===== src/rtl/alu_md_controller.sv =====
// EX-stage ALU operation decoder plus an iterative radix-2 multiply/divide engine
// for the RISC-V M extension, with a stall handshake toward the pipeline.
module alu_md_controller #(
   parameter int XLEN     = 32,
   parameter int ENABLE_M = 1
) (
   input  logic            clk,
   input  logic            rst_n,
   input  logic [1:0]      ALUOp,
   input  logic [6:0]      Funct7,
   input  logic [2:0]      Funct3,
   input  logic            InValid,
   input  logic            Flush,
   input  logic [XLEN-1:0] SrcA,
   input  logic [XLEN-1:0] SrcB,
   output logic [3:0]      Operation,
   output logic            md_stall,
   output logic            md_valid,
   output logic [XLEN-1:0] md_result
);
   localparam int   CNT_W = $clog2(XLEN) + 1;
   localparam logic M_ON  = (ENABLE_M != 0);

   typedef enum logic [1:0] {IDLE, BUSY, DONE} state_t;

   state_t            state;
   logic [CNT_W-1:0]  cnt;
   logic [XLEN-1:0]   opnd, hi, lo;
   logic [2:0]        f3;
   logic              sign_a, sign_b, div_zero;

   logic              is_m, md_req;
   logic              a_signed, b_signed, sa, sb;
   logic [XLEN-1:0]   a_abs, b_abs;
   logic [XLEN:0]     sum, rsh, diff;
   logic [XLEN-1:0]   nhi, nlo, mulh_neg, quo, rem, res;

   always_comb begin
      Operation = 4'b1111;
      case (ALUOp)
         2'b00, 2'b11: Operation = 4'b0000;
         2'b01: case (Funct3)
            3'b000:  Operation = 4'b1010;
            3'b001:  Operation = 4'b1011;
            3'b101:  Operation = 4'b1100;
            3'b100:  Operation = 4'b1101;
            default: Operation = 4'b1111;
         endcase
         default: if (Funct7 != 7'b0000001) begin
            case (Funct3)
               3'b000:  Operation = (Funct7 == 7'b0100000) ? 4'b0001 : 4'b0000;
               3'b100:  Operation = 4'b0010;
               3'b110:  Operation = 4'b0011;
               3'b111:  Operation = 4'b0100;
               3'b001:  Operation = 4'b0110;
               3'b101:  Operation = (Funct7 == 7'b0000000) ? 4'b0101 :
                                    (Funct7 == 7'b0100000) ? 4'b0111 : 4'b1111;
               3'b010:  Operation = 4'b1000;
               3'b011:  Operation = 4'b1001;
               default: Operation = 4'b1111;
            endcase
         end
      endcase
   end

   // Handshake: md_stall high means EX must hold its instruction; it is high in
   // the request cycle and every BUSY cycle, low in DONE, where md_valid pulses
   // and the pipeline advances, capturing md_result in that same cycle.
   assign is_m     = (ALUOp == 2'b10) && (Funct7 == 7'b0000001);
   assign md_req   = M_ON && InValid && is_m && (state == IDLE) && !Flush;
   assign md_stall = md_req || (state == BUSY);

   always_comb begin
      a_signed = 1'b0;
      b_signed = 1'b0;
      case (Funct3)
         3'b001, 3'b100, 3'b110: begin a_signed = 1'b1; b_signed = 1'b1; end
         3'b010:                 a_signed = 1'b1;
         default: ;
      endcase
      sa    = a_signed & SrcA[XLEN-1];
      sb    = b_signed & SrcB[XLEN-1];
      a_abs = sa ? -SrcA : SrcA;
      b_abs = sb ? -SrcB : SrcB;
   end

   // One engine step: mul shifts {hi,lo} right after adding opnd; div shifts
   // {hi,lo} left and restores hi when the trial subtract goes negative.
   always_comb begin
      sum  = {1'b0, hi} + (lo[0] ? {1'b0, opnd} : '0);
      rsh  = {hi, lo[XLEN-1]};
      diff = rsh - {1'b0, opnd};
      if (f3[2]) begin
         nhi = diff[XLEN] ? rsh[XLEN-1:0] : diff[XLEN-1:0];
         nlo = {lo[XLEN-2:0], !diff[XLEN]};
      end else begin
         nhi = sum[XLEN:1];
         nlo = {sum[0], lo[XLEN-1:1]};
      end
      mulh_neg = ~nhi + XLEN'(nlo == '0);
      quo      = div_zero ? '1 : ((sign_a ^ sign_b) ? -nlo : nlo);
      rem      = sign_a ? -nhi : nhi;
      case (f3)
         3'b000:                 res = nlo;
         3'b001, 3'b010, 3'b011: res = (sign_a ^ sign_b) ? mulh_neg : nhi;
         3'b100, 3'b101:         res = quo;
         default:                res = rem;
      endcase
   end

   always_ff @(posedge clk or negedge rst_n) begin
      if (!rst_n) begin
         state     <= IDLE;
         cnt       <= '0;
         opnd      <= '0;
         hi        <= '0;
         lo        <= '0;
         f3        <= '0;
         sign_a    <= 1'b0;
         sign_b    <= 1'b0;
         div_zero  <= 1'b0;
         md_valid  <= 1'b0;
         md_result <= '0;
      end else begin
         md_valid <= 1'b0;
         case (state)
            IDLE: if (md_req) begin
               f3       <= Funct3;
               sign_a   <= sa;
               sign_b   <= sb;
               div_zero <= (SrcB == '0);
               opnd     <= Funct3[2] ? b_abs : a_abs;
               lo       <= Funct3[2] ? a_abs : b_abs;
               hi       <= '0;
               cnt      <= '0;
               state    <= BUSY;
            end
            BUSY: if (Flush) begin
               state <= IDLE;
            end else begin
               hi  <= nhi;
               lo  <= nlo;
               cnt <= cnt + CNT_W'(1);
               if (cnt == CNT_W'(XLEN - 1)) begin
                  state     <= DONE;
                  md_valid  <= 1'b1;
                  md_result <= res;
               end
            end
            default: state <= IDLE;
         endcase
      end
   end
endmodule


===== config.mk =====
export PLATFORM = sky130hd
export DESIGN_NAME = alu_md_controller
export DESIGN_NICKNAME = d
export VERILOG_FILES = /design/src/rtl/alu_md_controller.sv
export SDC_FILE = /design/constraint.sdc
export NUM_CORES = 1
export LEC_CHECK = 0
export CELL_PAD_IN_SITES_DETAIL_PLACEMENT = 0
export CELL_PAD_IN_SITES_GLOBAL_PLACEMENT = 1
export CORE_ASPECT_RATIO = 0.5
export CORE_MARGIN = 5
export CORE_UTILIZATION = 49
export CTS_CLUSTER_DIAMETER = 120
export DETAILED_ROUTE_END_ITERATION = 16
export HOLD_SLACK_MARGIN = 0.03
export PLACE_DENSITY = 0.95
export SYNTH_ARGS = -nofsm -noshare
export SYNTH_HDL_FRONTEND = slang
export SYNTH_SLANG_ARGS = --single-unit

===== constraint.sdc =====
create_clock -name clk -period 13.13 [get_ports clk]
set_clock_uncertainty 0.1 [all_clocks]
set_input_delay 2.626 -clock clk [delete_from_list [all_inputs] [get_ports clk]]
set_output_delay 2.626 -clock clk [all_outputs]
set_load 0.02 [all_outputs]

==> results of run 1 <==
==> metal layers <==
metal  global-route usage, %  vias to the layer above  share of wire, %
li1                        -                     8149                 -
met1                    45.4                     8264                43
met2                    45.4                      952                40
met3                    12.3                      154                13
met4                    9.99                        6               3.4
met5                    2.19                        -              0.23
==> through the flow <==
step                hold WS [ns]  utilization [%]  worst slack [ns]  instance area (um^2)
floorplan                  0.364                -              6.34                 16300
global placement           0.367             53.6              5.33                 17600
detailed placement         0.372             53.6              5.30                 17600
CTS                        0.387             55.4              5.30                 18200
global route               0.408             55.4              5.12                 18200
finish                     0.385             55.4              5.30                 18200
==> registers in the layout (all words and copies together) (netlist names) <==
signal	cells
opnd	32
sign_a	1
div_zero	1
lo	32
f3	3
md_result	32
sign_b	1
cnt	6
hi	32
state	2
md_valid	1
==> placed cells by master (no fill, tap or decap), types with 29 or more instances in the layout <==
| cell type | netlist | routed |
|---|---|---|
| xnor2_1 | 108 | 107 |
| nand4_1 | 29 | 29 |
| clkdlybuf4s50_1 | 0 | 115 |
| nor2_1 | 190 | 189 |
| a211oi_1 | 32 | 32 |
| o31ai_1 | 40 | 40 |
| nand2_1 | 262 | 262 |
| a31oi_1 | 39 | 39 |
| nor3_1 | 52 | 52 |
| a21oi_1 | 182 | 182 |
| and2_1 | 51 | 51 |
| xor2_1 | 77 | 76 |
| mux2i_1 | 40 | 40 |
| inv_1 | 67 | 66 |
| dfrtp_1 | 143 | 142 |
| nand3_1 | 71 | 70 |
| ha_1 | 71 | 71 |
| o21ai_0 | 208 | 208 |
==> final cells by class <==
class                           count  area, um^2
Multi-Input combinational cell   1854       11900
Clock buffer                       17         425
Clock inverter                     15         166
Fill cell                        3150       14700
Tap cell                          441         552
Sequential cell                   143        3580
Timing Repair Buffer              143        1360
Inverter                           67         251
==> worst max-delay path: cells and delay by family <==
kind                   cells  cell delay [ns]
and+or+nand+nor            3             1.42
buffers and inverters      2             1.06
==> power by group <==
group / switching, uW / internal, uW / total, uW / leakage (uW)
registers: 65.4 / 471 / 536 / 0.00183
clock network: 246 / 256 / 502 / 0.000285
logic: 661 / 362 / 1020 / 0.00534
==> worst max-delay path by stage <==
stage	end	slack, ns
floorplan	md_stall	6.34
global placement	md_stall	5.33
detailed placement	md_stall	5.30
CTS	md_stall	5.30
global route	Operation[3]	5.12
finish	md_stall	5.30
==> logic make-up after synthesis <==
kind of cell	after synthesis
XOR/XNOR	185
AND/OR/NAND/NOR	788
flip-flops	143
multiplexers	44
AO/OA/AOI/OAI	764
adder cells (fa/ha/maj)	73
buffers and inverters	214
==> impl_results.md, run 1 <==
- Min-Delay Endpoint: md_result[18]
- First-pass detailed-route iteration total: 8
- F_max: about 0.13 GHz
- Compound-cell area share of the yosys netlist: ~31%
- Min-delay worst type: flip-flop to flip-flop
- Synthesized Nets: around 2400
- DRC errors left: 0
- Yosys Warn Count: 0
- DRT antenna net count: 0
- Max incr delay on CP: ~0.80 ns
- Synth top area cells: dfrtp_1 (22%), o21ai_0 (6.4%), nand2_1 (6.0%), xnor2_1 (5.8%), a21oi_1 (5.6%)
- Post-DR vias/cell: between 6 and 7
- Critical path type: input port to output port
- Tmin final: roughly 7.8 ns
- CTS tree: yes
- Die area: around 0.037 mm^2
- GRT Total Usage: 32.2%
- Post-synthesis mux area share: 2.74%
- Slew Viols, Final: 0
- WP data required: between 10 and 15 ns
- Post-synth top cells: nand2_1 (262), o21ai_0 (208), nor2_1 (190)
- Dominant synthesized flop cell: dfrtp_1
- Post-synth EDFFs: 0
- First-pass GRT wire length: ~94 mm
- Post-synthesis xor/xnor area fraction: approximately 10%
- FF-to-FF Start: lo[31]
- Setup Fix Bufs, Post-CTS: 0
- Hold_buf cts: 0
- Worst skew pair latency: roughly 0.47 ns
- P_leak: 0.00746 uW
- Area share of the leading cell type in the synthesized netlist: between 20 and 25%
- Largest family of logic cells by synthesized area: compound AO/OA/AOI/OAI gates
- Clock-pin transition on the worst setup and hold timing paths: about 0.080 ns
- # rows: 47
- Final std cells w/o fill: between 2000 and 3000
- Sink Count: roughly 140
- Final setup fails: 0
- Final HPWL DP: ~47 mm
- Highest-delay cell along the critical path: nor4b_1
- CTS Buf Count: 17
- Ys async rst share: 100%
- IO Port Bufs: ~120
- Startpoint Class: input port
- Vias in the first global route: roughly 16000
- Critical path's most frequent cell: clkdlybuf4s50_1
- Synthesized instance count: around 2200
- Sequential area share after synthesis: roughly 22%
- Max-slew headroom at the worst pin: 17.2%
- Synth-to-Final Area Change: 12.0%
- CP cell instances: clkdlybuf4s50_1, nor4b_1, nand3_4, nand2_1, clkdlybuf4s50_1
- Slew @ Worst Pin: roughly 1.2 ns
- Power density cells: 113 mW/mm^2
- Final Cycle Share: around three fifths
- Mapped Area: 0.0163 mm^2
- CP startpoint: Flush
- R2R Setup Slk: between 5 and 6 ns
- CP Max Fanout: 32
- RSZ-0062 raised after global routing: no
- Post-CTS sizing: 0
- Synth Area in Simple Gates: 23.2%
- TNS Setup: 0 ns
- Cell accounting for the most synthesized area: dfrtp_1
- Final WL: just over 60 mm
- Drt first-iter violations: ~2100
- Hold Fails Final Rpt: 0
- Remaining global-route overflow: 0
- Chip Height: between 100 and 150 um
- Most common cell in the netlist: nand2_1
- Worst r2r path cells: 28
- Placed cell count: between 2000 and 3000
- DR vias: around 18000
- Synthesis-stage register bit count: between 100 and 150
- Total power: around 2100 uW
- Initial Util: 49.5%
- Max-Cap Viols: 0
- Routability Congestion: 1.02
- H-tree lvl count: 4
- Root Driver: clkbuf_16
- Syn Area/Cell: 7.35 um^2
- HP Start: md_result[18]
- Antenna violations before repair: 2
- Detailed-route wire length per cell: approximately 23 um
- Worst ir drop on vdd: ~0.11 mV
- Yosys cell types: 98
- Adder-cell area share of the yosys netlist: around 5.7%
- Reg2reg end: md_result[27]
- Nets@finish: 2379
- CP endpoint kind: output port
- Hold Crit Depth: 2
- CORE AREA: ~0.033 mm^2
- Largest net degree at the start of global routing: 97
- Crit path arrival time: 5.10 ns
- # IOs: 118
- Die W: between 200 and 300 um
- Share of post-route cells with drive strength above 1: 5.76%
- N_diodes: 0
- Status: finished clean
- CTS Buffer Depth: 2
(Power assumes the default switching activity.)
==> run 2, diff against run 1 <==
CORE_UTILIZATION = 45   (was 49)
PLACE_DENSITY = 0.94   (was 0.95)
clock period = 7.6 ns   (was 13.13 ns; I/O delays follow)
==> run 2 against run 1 <==
- die area rose by 8.4%
- combinational power rose by 76%
- critical path type is now flip-flop to flip-flop
- register-to-register slack got worse by 4.8 ns
- critical endpoint is now md_result[9]
- via count rose by 1.2%
- cell count rose by 2.1%
- non-clock buffer count rose by 13
- clock-buffer cell count rose by 3
- flip-flop and latch count did not move
- power rose by 74%
==> impl_results.md, run 2 (synthesis results as in run 1) <==
- First-pass GRT wire length: 96.2 mm (+1.9%)
- TNS Setup: 0 ns (unchanged)
- Max-slew headroom at the worst pin: 4.03% (-13 points)
- Crit path buf inv count: 3 (+1)
- CP endpoint kind: flip-flop
- # IOs: 118 (unchanged)
- DRC errors left: 0 (unchanged)
- Total power: 3590 uW (+74%)
- CP startpoint: lo[31]
- Setup Fix Bufs, Post-CTS: 0 (unchanged)
- Vias in the first global route: 16240 (+1.9%)
- CTS Buffer Depth: 2 (unchanged)
- Worst skew pair latency: 0.45 ns (-0.02 ns)
- Highest-delay cell along the critical path: o211ai_1
- R2R Setup Slk: 1.16 ns (-4.75 ns)
- Post-DR vias/cell: 6.48 (-0.88%)
- Most common cell after layout, fill and taps aside: nand2_1
- Chip Height: 144 um (+4.0%)
- Fill count: 3506 (+11%)
- DRT antenna net count: 0 (unchanged)
- F_max: roughly 0.16 GHz
- Share of post-route cells with drive strength above 1: 6.22% (+0.46 points)
- Tmin final: 6.44 ns
- Hold_buf cts: 0 (unchanged)
- Final HPWL DP: 48.4 mm (+3.0%)
- Critical path type: flip-flop to flip-flop
- Final setup fails: 0 (unchanged)
- CTS tree: yes
- CORE AREA: 0.0358 mm^2 (+8.9%)
- GRT Total Usage: 30.6% (-1.6 points)
- H-tree lvl count: 4 (unchanged)
- Remaining global-route overflow: 0 (unchanged)
- CTS Buf Count: 17 (unchanged)
- RSZ-0062 raised after global routing: no
- Critical Path End: md_result[9]
- Slew Viols, Final: 0 (unchanged)
- Final Cycle Share: roughly 85%
- Max-Cap Viols: 0 (unchanged)
- CP delay by family, top: compound AO/OA/AOI/OAI gates
- Synth-to-Final Area Change: 12.9%
- Detailed-route wire length per cell: 23.2 um (+1.3%)
- CP Max Fanout: 6 (-81%)
- Footprint of the multi-input gates: 0.0119 mm^2 (about the same)
- Startpoint Class: flip-flop
- Die W: 279 um (+4.2%)
- # rows: 49 (+4.3%)
- DR vias: 17740 (+1.2%)
- Reg2reg end: md_result[9]
- WP data required: 7.81 ns (-2.59 ns)
- FF+latch area: 0.00358 mm^2 (unchanged)
- Initial Util: 45.4% (-4.1 points)
- Status: finished clean
- Hold Fails Final Rpt: 0 (unchanged)
- Antenna violations before repair: 6 (+4)
- Power density cells: 196 mW/mm^2 (+73%)
- Root Driver: clkbuf_16
- WP depth: 28 (+23)
- Slew @ Worst Pin: 1.42 ns (+0.189 ns)
- Drt first-iter violations: 2382 (+11%)
- IO Port Bufs: 117 (unchanged)
- Worst ir drop on vdd: 0.195 mV (+72%)
- Min-delay worst type: flip-flop to flip-flop
- Post-CTS sizing: 0 (unchanged)
- Routability Congestion: 1.03 (+1.4%)
- Sink Count: 143 (unchanged)
- Die area: 0.0403 mm^2 (+8.4%)
- P_leak: 0.00752 uW (+0.79%)
- Final WL: 63.5 mm (+3.4%)
- Max incr delay on CP: 0.54 ns (-0.26 ns)
- Nets@finish: 2392 (+0.55%)
- Largest net degree at the start of global routing: 108 (+11%)
- FF-to-FF Start: lo[31]
- Worst r2r path cells: 28 (unchanged)
- Clock-pin transition on the worst setup and hold timing paths: 0.06 ns (-0.02 ns)
- First-pass detailed-route iteration total: 8 (unchanged)
- Most frequent cells in the layout: nand2_1 (262), o21ai_0 (208), nor2_1 (190), a21oi_1 (182), dfrtp_1 (142)
- Crit path arrival time: 6.65 ns (+1.55 ns)
[run 2: through the flow]
| stage | instances | setup WS (ns) | hold slack, ns | utilization [%] | area (um^2) |
|---|---|---|---|---|---|
| floorplan | 2211 | 2.07 | 0.364 | - | 16300 |
| detailed placement | 2704 | 1.37 | 0.374 | 49.6 | 17800 |
| global route | 2736 | 0.713 | 0.404 | 51.3 | 18400 |
| CTS | 2736 | 1.35 | 0.389 | 51.3 | 18400 |
| global placement | 2704 | 1.59 | 0.367 | 49.6 | 17800 |
| finish | 2737 | 1.16 | 0.383 | 51.3 | 18400 |
[run 2: worst min path at each step]
stage                       startpoint      endpoint  slack (ns)  depth (start not counted)
after floorplan               opnd[11]      opnd[11]        0.36                          2
final                     md_result[0]  md_result[0]        0.38                          2
after global placement    md_result[0]  md_result[0]        0.37                          2
after detailed placement  md_result[0]  md_result[0]        0.37                          2
after global routing      md_result[0]  md_result[0]        0.40                          2
after CTS                 md_result[0]  md_result[0]        0.39                          2
[run 2: worst min-delay path: stages (launching register included)]
cell     delay [ns]
dfrtp_1        0.34
nand2_1        0.04
o21ai_0        0.06
[run 2: where the power goes]
| group | switching (uW) | internal [uW] | total (uW) |
|---|---|---|---|
| clock | 376 | 502 | 877 |
| combinational | 1160 | 638 | 1800 |
| sequential | 103 | 814 | 917 |
| total | 1640 | 1950 | 3590 |
[run 2: layout make-up]
class / count / share of cell area, %
Sequential cell: 143 / 19.5
Inverter: 67 / 1.37
Clock inverter: 12 / 0.729
Tap cell: 484 / 3.30
Clock buffer: 20 / 2.49
Multi-Input combinational cell: 1854 / 64.6
Timing Repair Buffer: 156 / 7.95
Antenna cell: 1 / 0.0136
[run 2: routing by layer]
metal / up-vias / wire (um) / global-route usage [%] / part of all wire [%]
met5: - / 42 / 0 / 0.066
met4: 6 / 2080 / 11.1 / 3.3
met1: 8442 / 26900 / 41.4 / 42
li1: 8181 / - / - / -
met3: 160 / 7940 / 10.6 / 13
met2: 951 / 26600 / 45.7 / 42
